`src/rtl/aclk_alarm_sequencer.sv`:
```
// Alarm sequencer: rings on a rising edge of the time/alarm match and runs
// ring and snooze periods in whole minutes using the minute strobe.
module aclk_alarm_sequencer #(
    parameter int RING_MINUTES   = 5,
    parameter int SNOOZE_MINUTES = 9,
    parameter int MAX_SNOOZES    = 3
) (
    input  logic        clk,
    input  logic        reset,
    input  logic        one_minute,
    input  logic [15:0] current_time,
    input  logic [15:0] alarm_time,
    input  logic        alarm_enable,
    input  logic        snooze_button,
    input  logic        stop_button,
    output logic        sound_alarm,
    output logic        snoozing,
    output logic [3:0]  snooze_count,
    output logic [3:0]  minutes_left
);

    localparam logic [3:0] RING_M   = 4'(RING_MINUTES);
    localparam logic [3:0] SNOOZE_M = 4'(SNOOZE_MINUTES);
    localparam logic [3:0] MAX_SN   = 4'(MAX_SNOOZES);

    typedef enum logic [1:0] {IDLE, RING, SNOOZE} state_t;

    state_t      state, state_n;
    logic        match, match_q, trigger;
    logic [3:0]  left_n, cnt_n;

    assign match   = (current_time == alarm_time);
    assign trigger = alarm_enable & match & ~match_q;

    // match_q resets high so equal times at power-up are not a rising edge
    always_ff @(posedge clk or negedge reset) begin
        if (!reset) begin
            state        <= IDLE;
            match_q      <= 1'b1;
            minutes_left <= 4'd0;
            snooze_count <= 4'd0;
        end else begin
            state        <= state_n;
            match_q      <= match;
            minutes_left <= left_n;
            snooze_count <= cnt_n;
        end
    end

    always_comb begin
        state_n = state;
        left_n  = minutes_left;
        cnt_n   = snooze_count;
        if (!alarm_enable) begin
            state_n = IDLE;
            left_n  = 4'd0;
        end else begin
            unique case (state)
                IDLE: begin
                    if (trigger) begin
                        state_n = RING;
                        left_n  = RING_M;
                        cnt_n   = 4'd0;
                    end
                end
                RING: begin
                    if (stop_button) begin
                        state_n = IDLE;
                        left_n  = 4'd0;
                    end else if (snooze_button && (snooze_count < MAX_SN)) begin
                        state_n = SNOOZE;
                        left_n  = SNOOZE_M;
                        cnt_n   = snooze_count + 4'd1;
                    end else if (one_minute) begin
                        if (minutes_left == 4'd1) begin
                            state_n = IDLE;
                            left_n  = 4'd0;
                        end else begin
                            left_n = minutes_left - 4'd1;
                        end
                    end
                end
                SNOOZE: begin
                    if (stop_button) begin
                        state_n = IDLE;
                        left_n  = 4'd0;
                    end else if (one_minute) begin
                        if (minutes_left == 4'd1) begin
                            state_n = RING;
                            left_n  = RING_M;
                        end else begin
                            left_n = minutes_left - 4'd1;
                        end
                    end
                end
                default: begin
                    state_n = IDLE;
                    left_n  = 4'd0;
                end
            endcase
        end
    end

    assign sound_alarm = (state == RING);
    assign snoozing    = (state == SNOOZE);

endmodule

```
`config.mk`:
```
export PLATFORM = sky130hd
export DESIGN_NAME = aclk_alarm_sequencer
export DESIGN_NICKNAME = d
export VERILOG_FILES = /design/src/rtl/aclk_alarm_sequencer.sv
export SDC_FILE = /design/constraint.sdc
export NUM_CORES = 1
export LEC_CHECK = 0
export ABC_AREA = 0
export CAP_MARGIN = 20
export CELL_PAD_IN_SITES_DETAIL_PLACEMENT = 0
export CELL_PAD_IN_SITES_GLOBAL_PLACEMENT = 2
export CORE_MARGIN = 2
export CORE_UTILIZATION = 23
export DETAILED_ROUTE_END_ITERATION = 6
export GPL_ROUTABILITY_DRIVEN = 0
export PLACE_DENSITY = 0.88
export SLEW_MARGIN = 20
export SYNTH_ARGS = -nofsm -noshare
export SYNTH_HDL_FRONTEND = slang
export SYNTH_SLANG_ARGS = --single-unit
```
`constraint.sdc`:
```
create_clock -name clk -period 3.6 [get_ports clk]
set_input_delay 0.54 -clock clk [delete_from_list [all_inputs] [get_ports clk]]
set_output_delay 0.54 -clock clk [all_outputs]
set_load 0.01 [all_outputs]
```
Yosys cells after proc, flatten, opt, wreduce, memory -nomap -nowiden

Cells that the tools add are included.

Bits of input ports: 38
Output and inout bits: 10
Bits in registers: 11

Eq/ne operators: 12
$lt $le $gt $ge: 1
Bitwise gates (word level): 3
Multiplexer cells: 24
Add/sub/neg operators: 2
Reduce and logical (&&, ||, !) cells: 6

Operator list:

| operator                                                               | number |
|---|---|
| 4-bit 2-to-1 mux                                                       | 12 |
| 2-bit 2-to-1 mux                                                       | 9 |
| 16-bit equality test                                                   | 1 |
| 4-bit case mux with 3 select lines                                     | 1 |
| 5-bit AND reduction                                                    | 2 |
| 4-bit case mux with 2 select lines                                     | 1 |
| 2-bit case mux with 3 select lines                                     | 1 |
| 5-bit by 3-bit != test with 1-bit output (second input constant)       | 1 |
| 5-bit by 4-bit != test with 1-bit output (second input constant)       | 1 |
| 4-bit by 1-bit adder with 4-bit output (second input constant)         | 1 |
| 4-bit by 1-bit equality test with 1-bit output (second input constant) | 1 |
| 4-bit by 2-bit < comparator with 1-bit output (second input constant)  | 1 |
| 2-bit != test (second input constant)                                  | 2 |
| 4-bit by 3-bit != test with 1-bit output (second input constant)       | 1 |
| 4-bit != test (second input constant)                                  | 1 |
| 4-bit by 1-bit subtractor with 4-bit output (second input constant)    | 1 |
| 3-bit != test (second input constant)                                  | 1 |
| 3-bit AND reduction                                                    | 1 |
| 1-bit AND                                                              | 2 |
| 2-bit by 1-bit equality test with 1-bit output (second input constant) | 1 |
| 2-bit equality test (second input constant)                            | 1 |
| 2-bit zero test                                                        | 1 |
| 2-bit by 1-bit != test with 1-bit output (second input constant)       | 1 |
| 2-bit nonzero test                                                     | 1 |
| other kinds (2)                                                        | 2 |

Logic depth before layout (Yosys ltp)

Depth in word-level cells: 7
Mapped depth: 7

Worst setup path before layout

No wires, ideal clock.

Path kind: flip-flop to flip-flop
From: reg snooze_count[0]
To: reg minutes_left[3]
Arrival time: 1.872 ns
Slack: 1.601 ns
Clock period less this slack: 1.999 ns
Required time: 3.473 ns
Path buffers: 0
Stages on the path, launching flop included: 7
Path through: dfrtp_1 > ha_1 > or4b_4 > a31oi_4 > nor2_2 > o22a_1 > o32a_2

Longest elaborated chain between the ends: 6
Elaborated cells between the ends (all ways): 8

Ends and longest elaborated chain:

| element                                           | RTL line | source |
|---|---|---|
| start: declaration                                | 18       | `output logic [3:0] snooze_count,` |
| start signal: assignment                          | 46       | `snooze_count <= cnt_n;` |
| 4-bit by 2-bit < comparator with 1-bit output (*) | 70       | `end else if (snooze_button && (snooze_count < MAX_SN)) begin` |
| 1-bit logical AND (*)                             | 70       |  |
| 4-bit 2-to-1 mux                                  | 70       |  |
| 4-bit 2-to-1 mux                                  | 67       | `if (stop_button) begin` |
| 4-bit case mux with 3 select lines                | 58       | `unique case (state)` |
| 4-bit 2-to-1 mux                                  | 54       | `if (!alarm_enable) begin` |
| end signal: assignment                            | 45       | `minutes_left <= left_n;` |
| end: declaration                                  | 19       | `output logic [3:0] minutes_left` |

Mark *: on every way between the ends. The rest lies on a longest branch, timed or not.
A chain may end at the register's enable or synchronous reset.

Worst setup path after layout

From: reg state[0]
To: out sound_alarm

Longest elaborated chain between the ends: 1

Ends and longest elaborated chain:

| element                                        | RTL line | source |
|---|---|---|
| start: declaration                             | 28       | `state_t state, state_n;` |
| start signal: assignment                       | 43       | `state <= state_n;` |
| 2-bit by 1-bit equality test with 1-bit output | 104      | `assign sound_alarm = (state == RING);` |
| end: declaration                               | 16       | `output logic sound_alarm,` |

No other way between the ends.

==> flow_summary.toml <==
[run_status]
status = "complete, no violations"

[logic_synthesis]
syn_nets = 153
ys_ff_latch = 11
avgSynthCellArea_um2 = 8.613
synthCells = 112
synth_edf_count = 0
synth-seq-area-share_pct = 28.66
syn_area_um2 = 964.7
ys.flop_type = "dfrtp_1"
yosysUniqueCellTypes = 42
synth_warnings = 0
synthArstFlopShare_pct = 100.0

[timing]
rsz0062_at_grt = "no"
timing.final.crit_share_pct = 63.16
period_needed_ps = 2274
worst_pin_slew_ps = 660.1
max_freq_ghz = 0.4398
slew_headroom_pct = 55.38
skew_ps = 1.900
setup_viol = 0
setup_tns_ps = 0
hold_violations = 0
final-max-slew-violation-count = 0

[placed_design]
portBuffers = 47
dp_hpwl_um = 2302

[clock_network]
cts_tree = "built"
cts.clk_slew.worst_paths_ps = 50
root_buffer = "clkbuf_8"
cts_made_buffers = 3
cts_resized = 0
post_cts_buffers = 0
clockBufferDepth = 2
cts_hold_buf = 0
clock_latency_ps = 240
cts_sinks = 11
htreeDepth = 1

[routing]
routed_wl_um = 2721
drc = 0
first_pass_iters = 4
wl_per_cell_um = 12.90
vias = 1024
viasPerCell = 4.853
postRouteAntennaNets = 0
drt_iter0_drc = 62

[power_and_ir_drop]
power.density_nw_per_um2 = 246.3
p_leak_uw = 0.0006046
irDropWorstVdd_v = 0.00008827

[setup_path]
start_kind = "flop"
reg2reg_from = "snooze_count[0]"
crit_chain = "and2b_1, clkdlybuf4s50_1"
worstPathMaxFanout = 12
crit_required_ps = 3060
slowest_stage = "clkdlybuf4s50_1"
critical_path_arrival_ps = 1730
critical_path_class = "reg -> out"
cpPeakStageDelay_ps = 590
end_kind = "output pin"
cp-startpoint = "state[0]"

[die]
start_util_pct = 23.94
dieArea_um2 = 4728
die_y_um = 68.76
core_region_area_um2 = 4029
die_x_um = 68.76
io_pins = 48
fp-row-count = 23

[grt]
grt_pass1_vias = 1074
grt_pass1_wl_um = 4664
antenna_found_initial = 0
grt_max_degree = 13
grt_overflow_total = 0
track_usage_pct = 13.19

[finish]
syn_to_final_growth_pct = 59.01
final_net_count = 203
utilization_pct = 38.07
num-fill-cells = 405
drive_gt1_share_pct = 6.211
antenna_cells = 0

[job]
cap_violations = 0

[hold_path]
min-delay-start = "minutes_left[1]"
hold_class = "reg -> reg"
power by group:
part	internal, uW	switching [uW]
combinational	71.4	43.9
clock	77.9	47.4
sequential	129	8.30
critical path: cells and delay by family, from the launching register on:
family	cells	cell delay [ps]
flops	1	560
simple gates	1	350
buf+inv	1	590
registers in the layout, indices dropped and copies added, names as in the netlist:
signal        count
match_q           1
minutes_left      4
snooze_count      4
state             2
cell usage after synthesis, drive strengths merged, types with 2 or more instances:
cell type,count,area (um^2)
nor2,6,25.03
and2,3,18.77
nor4,6,37.54
nor3,4,20.02
o21ai,6,30.02
ha,3,37.54
nand2b,3,18.77
inv,7,26.28
o22ai,2,12.51
nor2b,4,25.02
nor4b,2,17.52
dfrtp,10,250.2
nor3b,2,15.01
a21oi,3,15.01
nand2,8,30.03
and2b,2,16.27
xor2,16,140.1
a31oi,5,46.29
through the flow:
step,std cells,setup slack [ps],area [um^2],hold WS (ps),total power (uW)
CTS,211,1309,1534,529.3,382.8
detailed placement,207,1076,1489,513.2,255.9
floorplan,112,1601,964.7,244.4,186.0
global route,211,1144,1534,546.9,398.8
finish,211,1326,1534,516.6,377.8
global placement,207,1074,1489,512.3,253.4
logic make-up after synthesis:
family,count (synthesis),share of synthesized area (%)
simple gates,47,28.93
compound gates,24,18.29
xor+xnor,17,15.43
flops,11,28.66
buf+inv,9,3.631
fa+ha+maj,3,3.891
mux,1,1.167
cell usage in the layout (no fill, tap or decap), types with 4 or more instances in the layout:
cell and count:
dfrtp_1 10, nor2b_1 4, nor3_1 4, a31oi_1 4, nand2_1 8, nor4_1 6
o21ai_0 5, inv_1 7, nor2_1 5, clkdlybuf4s50_1 47, xor2_1 16
layout make-up:
type	instances	area (um^2)	share of cell area, %
Tap cell	50	62.56	4.078
Multi-Input combinational cell	92	653.1	42.58
Clock buffer	4	45.04	2.936
Timing Repair Buffer	47	470.5	30.67
Sequential cell	11	276.5	18.03
Inverter	7	26.28	1.713
final timing paths:
| kind | slack (ps) | depth (start not counted) | endpoint |
|---|---|---|---|
| max | 1330 | 2 | sound_alarm |
| max reg2reg | 1480 | 6 | snooze_count[1] |
| min in group asynchronous | 650 | 1 | snooze_count[3] |
| min | 520 | 1 | minutes_left[1] |
| min reg2reg | 520 | 1 | minutes_left[1] |
| max in group asynchronous | 2590 | 1 | match_q |
metal layers:
layer | GRT usage [%] | vias up | routed length [um]
met2 | 23.32 | 49 | 1302
met1 | 15.41 | 465 | 1151
li1 | - | 508 | -
met4 | 3.676 | 0 | 13
met3 | 3.896 | 2 | 254
met5 | 0 | - | 0
Power figures use the tool's default switching activity.
